## src/rtl/eth_pkg.sv

```systemverilog
// Shared Ethernet path types: packet direction tags, word widths and the
// RX demultiplexer state encoding.
package eth_pkg;

  localparam int ETH_TAG_W  = 2;
  localparam int ETH_WORD_W = 81;

  typedef enum logic [1:0] {
    CQ = 2'd0,
    CC = 2'd1,
    RQ = 2'd2,
    RC = 2'd3
  } pktdir_t;

  typedef enum logic [1:0] {
    RX_IDLE = 2'd0,
    RX_FWD0 = 2'd1,
    RX_FWD1 = 2'd2,
    RX_DROP = 2'd3
  } rxdemux_state_t;

  // Requester-side traffic (RQ/RC) has no consumer on this path and is dropped.
  function automatic rxdemux_state_t rx_dest_state(input pktdir_t tag);
    case (tag)
      CQ:      return RX_FWD0;
      CC:      return RX_FWD1;
      default: return RX_DROP;
    endcase
  endfunction

endpackage

```

## src/rtl/eth_rxdemux_stats.sv

```systemverilog
// Packet/drop statistics counters for eth_rxdemux, driven by per-destination
// end-of-packet strobes. Counters wrap at 2^32.
module eth_rxdemux_stats
  import eth_pkg::*;
(
  input  logic        clk,
  input  logic        rst_n,
  input  logic        ev_pkt0,
  input  logic        ev_pkt1,
  input  logic        ev_drop,
  output logic [31:0] pkt_cnt0,
  output logic [31:0] pkt_cnt1,
  output logic [31:0] drop_cnt
);

  logic [31:0] pkt_cnt0_r;
  logic [31:0] pkt_cnt1_r;
  logic [31:0] drop_cnt_r;

  // Event counters
  always_ff @(posedge clk or negedge rst_n) begin
    if (!rst_n) begin
      pkt_cnt0_r <= 32'd0;
      pkt_cnt1_r <= 32'd0;
      drop_cnt_r <= 32'd0;
    end else begin
      if (ev_pkt0) pkt_cnt0_r <= pkt_cnt0_r + 32'd1;
      if (ev_pkt1) pkt_cnt1_r <= pkt_cnt1_r + 32'd1;
      if (ev_drop) drop_cnt_r <= drop_cnt_r + 32'd1;
    end
  end

  assign pkt_cnt0 = pkt_cnt0_r;
  assign pkt_cnt1 = pkt_cnt1_r;
  assign drop_cnt = drop_cnt_r;

endmodule

```

## src/rtl/eth_rxdemux.sv

```systemverilog
// RX packet demultiplexer: steers whole tagged packets from one FWFT FIFO to
// FIFO0 (CQ), FIFO1 (CC) or drops them. Stats ports under ETH_RXDEMUX_STATS_EN.
module eth_rxdemux
  import eth_pkg::*;
(
  input  logic                              clk,
  input  logic                              rst_n,
  input  logic [ETH_TAG_W+ETH_WORD_W-1:0]   in_dout,
  input  logic                              in_empty,
  output logic                              in_rd_en,
  output logic [ETH_WORD_W-1:0]             out0_din,
  input  logic                              out0_full,
  output logic                              out0_wr_en,
  output logic [ETH_WORD_W-1:0]             out1_din,
  input  logic                              out1_full,
  output logic                              out1_wr_en
`ifdef ETH_RXDEMUX_STATS_EN
  ,
  output logic [31:0]                       pkt_cnt0,
  output logic [31:0]                       pkt_cnt1,
  output logic [31:0]                       drop_cnt
`endif
);

  rxdemux_state_t         state_r;
  logic                   rd_en_s;
  pktdir_t                tag_s;
  logic [ETH_WORD_W-1:0]  word_s;
  logic                   last_s;
  logic [ETH_WORD_W-1:0]  out0_din_r;
  logic [ETH_WORD_W-1:0]  out1_din_r;
  logic                   out0_wr_en_r;
  logic                   out1_wr_en_r;

  assign tag_s  = pktdir_t'(in_dout[ETH_TAG_W+ETH_WORD_W-1 -: ETH_TAG_W]);
  assign word_s = in_dout[ETH_WORD_W-1:0];
  assign last_s = in_dout[0];

  // Pop decision: only the targeted output's full flag gates the pop
  always_comb begin
    rd_en_s = 1'b0;
    case (state_r)
      RX_IDLE: rd_en_s = 1'b0;
      RX_FWD0: rd_en_s = !in_empty && !out0_full;
      RX_FWD1: rd_en_s = !in_empty && !out1_full;
      RX_DROP: rd_en_s = !in_empty;
      default: rd_en_s = 1'b0;
    endcase
  end

  // Packet FSM and registered write stage; tag is looked at only in IDLE
  always_ff @(posedge clk or negedge rst_n) begin
    if (!rst_n) begin
      state_r      <= RX_IDLE;
      out0_din_r   <= {ETH_WORD_W{1'b0}};
      out1_din_r   <= {ETH_WORD_W{1'b0}};
      out0_wr_en_r <= 1'b0;
      out1_wr_en_r <= 1'b0;
    end else begin
      out0_wr_en_r <= 1'b0;
      out1_wr_en_r <= 1'b0;
      case (state_r)
        RX_IDLE: begin
          if (!in_empty) state_r <= rx_dest_state(tag_s);
        end
        RX_FWD0: begin
          if (rd_en_s) begin
            out0_din_r   <= word_s;
            out0_wr_en_r <= 1'b1;
            if (last_s) state_r <= RX_IDLE;
          end
        end
        RX_FWD1: begin
          if (rd_en_s) begin
            out1_din_r   <= word_s;
            out1_wr_en_r <= 1'b1;
            if (last_s) state_r <= RX_IDLE;
          end
        end
        RX_DROP: begin
          if (rd_en_s && last_s) state_r <= RX_IDLE;
        end
        default: state_r <= RX_IDLE;
      endcase
    end
  end

  assign in_rd_en   = rd_en_s;
  assign out0_din   = out0_din_r;
  assign out1_din   = out1_din_r;
  assign out0_wr_en = out0_wr_en_r;
  assign out1_wr_en = out1_wr_en_r;

`ifdef ETH_RXDEMUX_STATS_EN
  logic ev_pkt0_s;
  logic ev_pkt1_s;
  logic ev_drop_s;

  assign ev_pkt0_s = out0_wr_en_r && out0_din_r[0];
  assign ev_pkt1_s = out1_wr_en_r && out1_din_r[0];
  assign ev_drop_s = (state_r == RX_DROP) && rd_en_s && last_s;

  eth_rxdemux_stats u_stats (
    .clk      (clk),
    .rst_n    (rst_n),
    .ev_pkt0  (ev_pkt0_s),
    .ev_pkt1  (ev_pkt1_s),
    .ev_drop  (ev_drop_s),
    .pkt_cnt0 (pkt_cnt0),
    .pkt_cnt1 (pkt_cnt1),
    .drop_cnt (drop_cnt)
  );
`endif

endmodule
```

## config.mk

```make
export PLATFORM = sky130hd
export DESIGN_NAME = eth_rxdemux
export DESIGN_NICKNAME = d
export VERILOG_FILES = /design/src/rtl/eth_pkg.sv /design/src/rtl/eth_rxdemux_stats.sv /design/src/rtl/eth_rxdemux.sv
export SDC_FILE = /design/constraint.sdc
export NUM_CORES = 1
export LEC_CHECK = 0
export CORE_MARGIN = 2
export CORE_UTILIZATION = 39
export CTS_CLUSTER_SIZE = 24
export DETAILED_ROUTE_END_ITERATION = 10
export GPL_ROUTABILITY_DRIVEN = 0
export HOLD_SLACK_MARGIN = 0.06
export PLACE_DENSITY_LB_ADDON = 0.08
export SLEW_MARGIN = 15
export SYNTH_ARGS = -nofsm -noshare
export SYNTH_HDL_FRONTEND = slang
export SYNTH_SLANG_ARGS = --single-unit
```

## constraint.sdc

```tcl
create_clock -name clk -period 2.1 [get_ports clk]
set_clock_uncertainty 0.2 [all_clocks]
set_input_delay 0.21 -clock clk [delete_from_list [all_inputs] [get_ports clk]]
set_output_delay 0.21 -clock clk [all_outputs]
set_load 0.02 [all_outputs]
```

=== Yosys cells after proc, flatten, opt, wreduce, memory -nomap -nowiden ===
Cells that the tools add are included.

* Logic and storage cells: 35
* Input bits: 88
* Output and inout bits: 165
* Flip-flop bits (word level): 166

* Mux-type cells: 10
* Eq/ne operators: 8
* Reductions and logical operators: 12

{| class="wikitable"
|+ Operator list
! kind !! count
|-
| $mux 2 || 4
|-
| $pmux 2 s3 || 1
|-
| $eq 2x1->1 const B || 2
|-
| $eq 2x2->1 const B || 2
|-
| $logic_not 2->1 || 2
|-
| $ne 2x1->1 const B || 2
|-
| $ne 2x2->1 const B || 2
|-
| $pmux 1 s4 || 1
|-
| $pmux 2 s2 || 1
|-
| $reduce_and 2->1 || 2
|-
| $reduce_and 4->1 || 1
|-
| $logic_and 1x1->1 || 3
|-
| $logic_not 1->1 || 3
|-
| $mux 1 || 3
|-
| $reduce_or 2->1 || 1
|}

=== Depth between registers and ports, before layout ===
* Depth in word-level cells: 6
* Depth in mapped cells: 7
* Mapped depth without buffers: 5

=== Worst setup path before layout ===
No wires, ideal clock.

* Path type: register -> register
* From: register state_r[0]
* To: register out0_din_r[56], in the netlist out0_din[56]
* Library setup time: 0.125 ns
* Slack: -0.044 ns
* Cell stages (with the launch flop): 7
* Required time: 1.775 ns
* Arrival: 1.819 ns
* Period minus slack after synthesis: 2.144 ns
* Buffers on the path: 1
* Path through: dfrtp_1 inv_1 ha_1 and2_1 a31oi_4 buf_6 mux2_4

* Longest elaborated chain between the ends: 3
* Elaborated cells between the ends (all ways): 6
* Those cells by class: eq/ne: 3; mux: 1; reduce/logical: 2

{| class="wikitable"
|+ Ends and longest elaborated chain
! element !! line !! source
|-
| start: declaration || eth_rxdemux.sv:25 || <nowiki>rxdemux_state_t state_r;</nowiki>
|-
| start signal: assignment || eth_rxdemux.sv:64 || <nowiki>if (!in_empty) state_r <= rx_dest_state(tag_s);</nowiki>
|-
| $eq 2x2->1, or another cell as far along || eth_rxdemux.sv:42 || <nowiki>case (state_r)</nowiki>
|-
| $pmux 1 s4 || eth_rxdemux.sv:42 ||
|-
| $reduce_and 2->1 (no source line) (*) || n/a ||
|-
| end signal: assignment || eth_rxdemux.sv:55 || <nowiki>out0_din_r <= {ETH_WORD_W{1'b0}};</nowiki>
|-
| end signal: assignment || eth_rxdemux.sv:68 || <nowiki>out0_din_r <= word_s;</nowiki>
|-
| end: declaration || eth_rxdemux.sv:30 || <nowiki>logic [ETH_WORD_W-1:0] out0_din_r;</nowiki>
|}

Mark *: on every way between the ends. The rest lies on a longest branch, timed or not.
A chain may end at the register's enable or synchronous reset.

=== Worst setup path in the final report ===
* From: register state_r[0]
* To: register out1_din_r[23], in the netlist out1_din[23]

* Longest elaborated chain between the ends: 3
* Elaborated cells between the ends (all ways): 6
* Those cells by class: eq/ne: 3; mux: 1; reduce/logical: 2

{| class="wikitable"
|+ Ends and longest elaborated chain
! element !! line !! source
|-
| $eq 2x2->1, or another cell as far along || eth_rxdemux.sv:42 ||
|-
| $pmux 1 s4 || eth_rxdemux.sv:42 ||
|-
| $reduce_and 2->1 (no source line) (*) || n/a ||
|-
| end signal: assignment || eth_rxdemux.sv:56 || <nowiki>out1_din_r <= {ETH_WORD_W{1'b0}};</nowiki>
|-
| end signal: assignment || eth_rxdemux.sv:75 || <nowiki>out1_din_r <= word_s;</nowiki>
|-
| end: declaration || eth_rxdemux.sv:31 || <nowiki>logic [ETH_WORD_W-1:0] out1_din_r;</nowiki>
|}

Marked as above.

==> impl_metrics.toml <==
[run_status]
status = "finished with violations"
violations = "negative setup slack"

[critical_path]
crit_slowest_cell = "dfrtp_1"
end_kind = "flop"
cp-start-kind = "flop"
arrival_ns = 2.33
crit_top_cell = "clkbuf_16"
worstPathRequired_ns = 2.20
critPathTopFamily = "buffers and inverters"
cp_slowest_stage_delay_ns = 0.38
crit_chain = "inv_2 > ha_4 > nor2b_1 > o211ai_1 > buf_4 > clkbuf_16 > clkbuf_16 > mux2_4"
critPathMaxFanout = 8
crit_type = "reg2reg"
cp_num_buf_inv = 4

[clock_network]
clock_latency_ns = 0.41
cts_buffers = 17
cts_sinks = 166
clockBufferDepth = 2
cts_max_level = 4
clockRootBuffer = "clkbuf_16"
cts_tree = "done"
clk_pin_slew_ns = 0.06

[min_path]
hp-class = "in2async"

[placement]
dp_hpwl_mm = 11.2
place_area_um2 = 9430
numPortBuffers = 252

[pwr]
p_per_area_nw_per_um2 = 1590
ir_drop_mv = 0.878
power_w = 0.0173
pwr-share-seq_pct = 31.8
p_leak_nw = 5.26
pwr-share-comb_pct = 48.2
p_sw_w = 0.00564
netSwitchingFraction_pct = 32.7
p_int_w = 0.0116
pwr-share-clk_pct = 19.9

[die]
start_util_pct = 39.5
io_pins = 253
dieWidth_um = 133
dieHeight_um = 133
die_area_um2 = 17600
coreArea_um2 = 16300
fp-row-count = 47

[sta]
finalWorstSetupSlack_ns = -0.127
rsz0062_at_grt = "true"
fin_crit_sh_pct = 106
fin_crit_ns = 2.23
hold_viol = 0
slew_viol_final = 0
fmax_ghz = 0.449
max_slew_margin_pct = 75.2
worstMarginPinSlew_ns = 0.372
setup_violations = 162

[layout]
diodes = 0
final_nets = 769
area_delta_synth_final_pct = 68.6
fin_area_um2 = 10900
drive_above_1_share_pct = 37.2

[routing]
avgRoutedWirePerCell_um = 19.4
dr.pass1.iters = 4
drt-initial-drc-count = 131
drc = 0
wl_mm = 17.6
drt-vias-per-instance = 4.74
vias = 4308
ant_nets = 0

[global_route]
grt.total_usage_pct = 18.0
antenna_found_initial = 0
grt_pass1_wl_mm = 24.6
grt-ovfl-total = 0
grt_start_max_net_pins = 62
grt_pass1_vias = 4552

[logic_synthesis]
synth_seq_cells = 166
syn-num-nets = 465
seq_area_frac_synth_pct = 64.4
post_synth_num_cell_types = 21
synth.top_cell.area_share_pct = 64.4
syn_area_um2 = 6450
yosys_warnings = 0
postSynthCellCount = 372
synth_top_cell_by_area = "dfrtp_1"
syn_area_per_cell_um2 = 17.3
synthTopCellsByArea = "dfrtp_1, mux2_2, mux2_4"

[run]
drv_cap = 0
[power by group through the flow]
| stage | sequential, W | combinational, W | clock (W) |
|---|---|---|---|
| floorplan | 0.00725 | 0.00183 | 0 |
| global placement | 0.00540 | 0.00742 | 0 |
| detailed placement | 0.00548 | 0.00750 | 0 |
| CTS | 0.00544 | 0.00764 | 0.00350 |
| global route | 0.00568 | 0.00870 | 0.00366 |
| finish | 0.00550 | 0.00833 | 0.00344 |
[kinds of logic after synthesis]
kind of cell	share of synthesized area (%)
flops	64.4
mux	29.6
buf+inv	3.20
compound gates	1.16
simple gates	0.698
fa+ha+maj	0.970
[layer usage]
metal / global-route usage (%) / share of wire (%) / up-vias
li1: - / - / 1926
met1: 20.9 / 40 / 2199
met2: 29.7 / 50 / 158
met3: 7.62 / 7.6 / 25
met4: 6.99 / 2.0 / 0
met5: 0 / 0 / -
[metrics by stage]
stage	hold slack [ns]	TNS (ns)	util, %	setup WS, ns	cells
floorplan	-0.286	0	-	0.00281	372
finish	0.0653	-14.21	66.6	-0.127	909
global route	0.0840	-25.50	66.6	-0.201	909
global placement	-0.0623	-12.56	57.7	-0.131	856
detailed placement	-0.0612	-16.45	57.7	-0.144	856
CTS	0.0671	-15.71	62.6	-0.148	892
[worst paths after layout]
kind,start,end,slack (ns),cells after the start
worst min-delay path,rst_n,out0_din[63],0.07,2
worst max register to register,state_r[0],out1_din[23],-0.13,8
min in group clk,in_dout[63],out0_din[63],0.23,2
max in group asynchronous,rst_n,out1_din[32],0.98,3
worst max-delay path,state_r[0],out1_din[23],-0.13,8
worst min register to register,out1_din[59],out1_din[59],0.30,1
[sequential cells by signal, indices dropped and copies added (netlist names)]
| register | flops |
|---|---|
| out1_din | 81 |
| state_r | 2 |
| out0_din | 81 |
| out1_wr_en | 1 |
| out0_wr_en | 1 |
[synth_stat cells]
master / count
mux2_4: 19
o211a_1: 1
dfrtp_1: 166
buf_6: 16
mux2i_2: 1
nor3_1: 1
nor2_1: 1
a21oi_1: 1
o22ai_1: 2
nor2b_1: 1
nand2_1: 2
and2_1: 1
o211ai_1: 1
mux2_2: 143
nor4bb_2: 1
ha_1: 5
inv_1: 5
a31oi_4: 1
o21ai_0: 2
buf_4: 1
a211o_1: 1
[layout make-up]
| type | count | area, µm² |
|---|---|---|
| inverter | 5 | 18.8 |
| fill | 1205 | 5470 |
| sequential | 166 | 4150 |
| tap | 220 | 275 |
| multi-input combinational | 184 | 2490 |
| clock buffer | 21 | 460 |
| timing repair buffer | 302 | 3280 |
| clock inverter | 11 | 196 |
[cells in the final DEF, fill, tap and decap left out, types with 2 or more instances in the layout]
cell               n
clkinv_4           2
bufinv_16          5
clkbuf_16         24
o22ai_1            2
buf_6             12
clkinvlp_4         2
buf_4             15
inv_1              3
clkdlybuf4s50_1  250
ha_4               3
clkbuf_1           2
dfrtp_1          166
o21ai_0            2
inv_2              2
clkbuf_8           2
buf_16             3
mux2_2            54
buf_12            11
mux2_4           108
nand2_1            2
buf_8              3
ha_2               2
[timing repair]
item,4_1_cts,5_1_grt
gates cloned,2,10
endpoints found under the hold margin,166,0
setup buffers,1,8
hold buffers,1,0
gates resized for setup,22,104
endpoints found under the setup margin,161,162
pin swaps,1,6
Power figures use the tool's default switching activity.
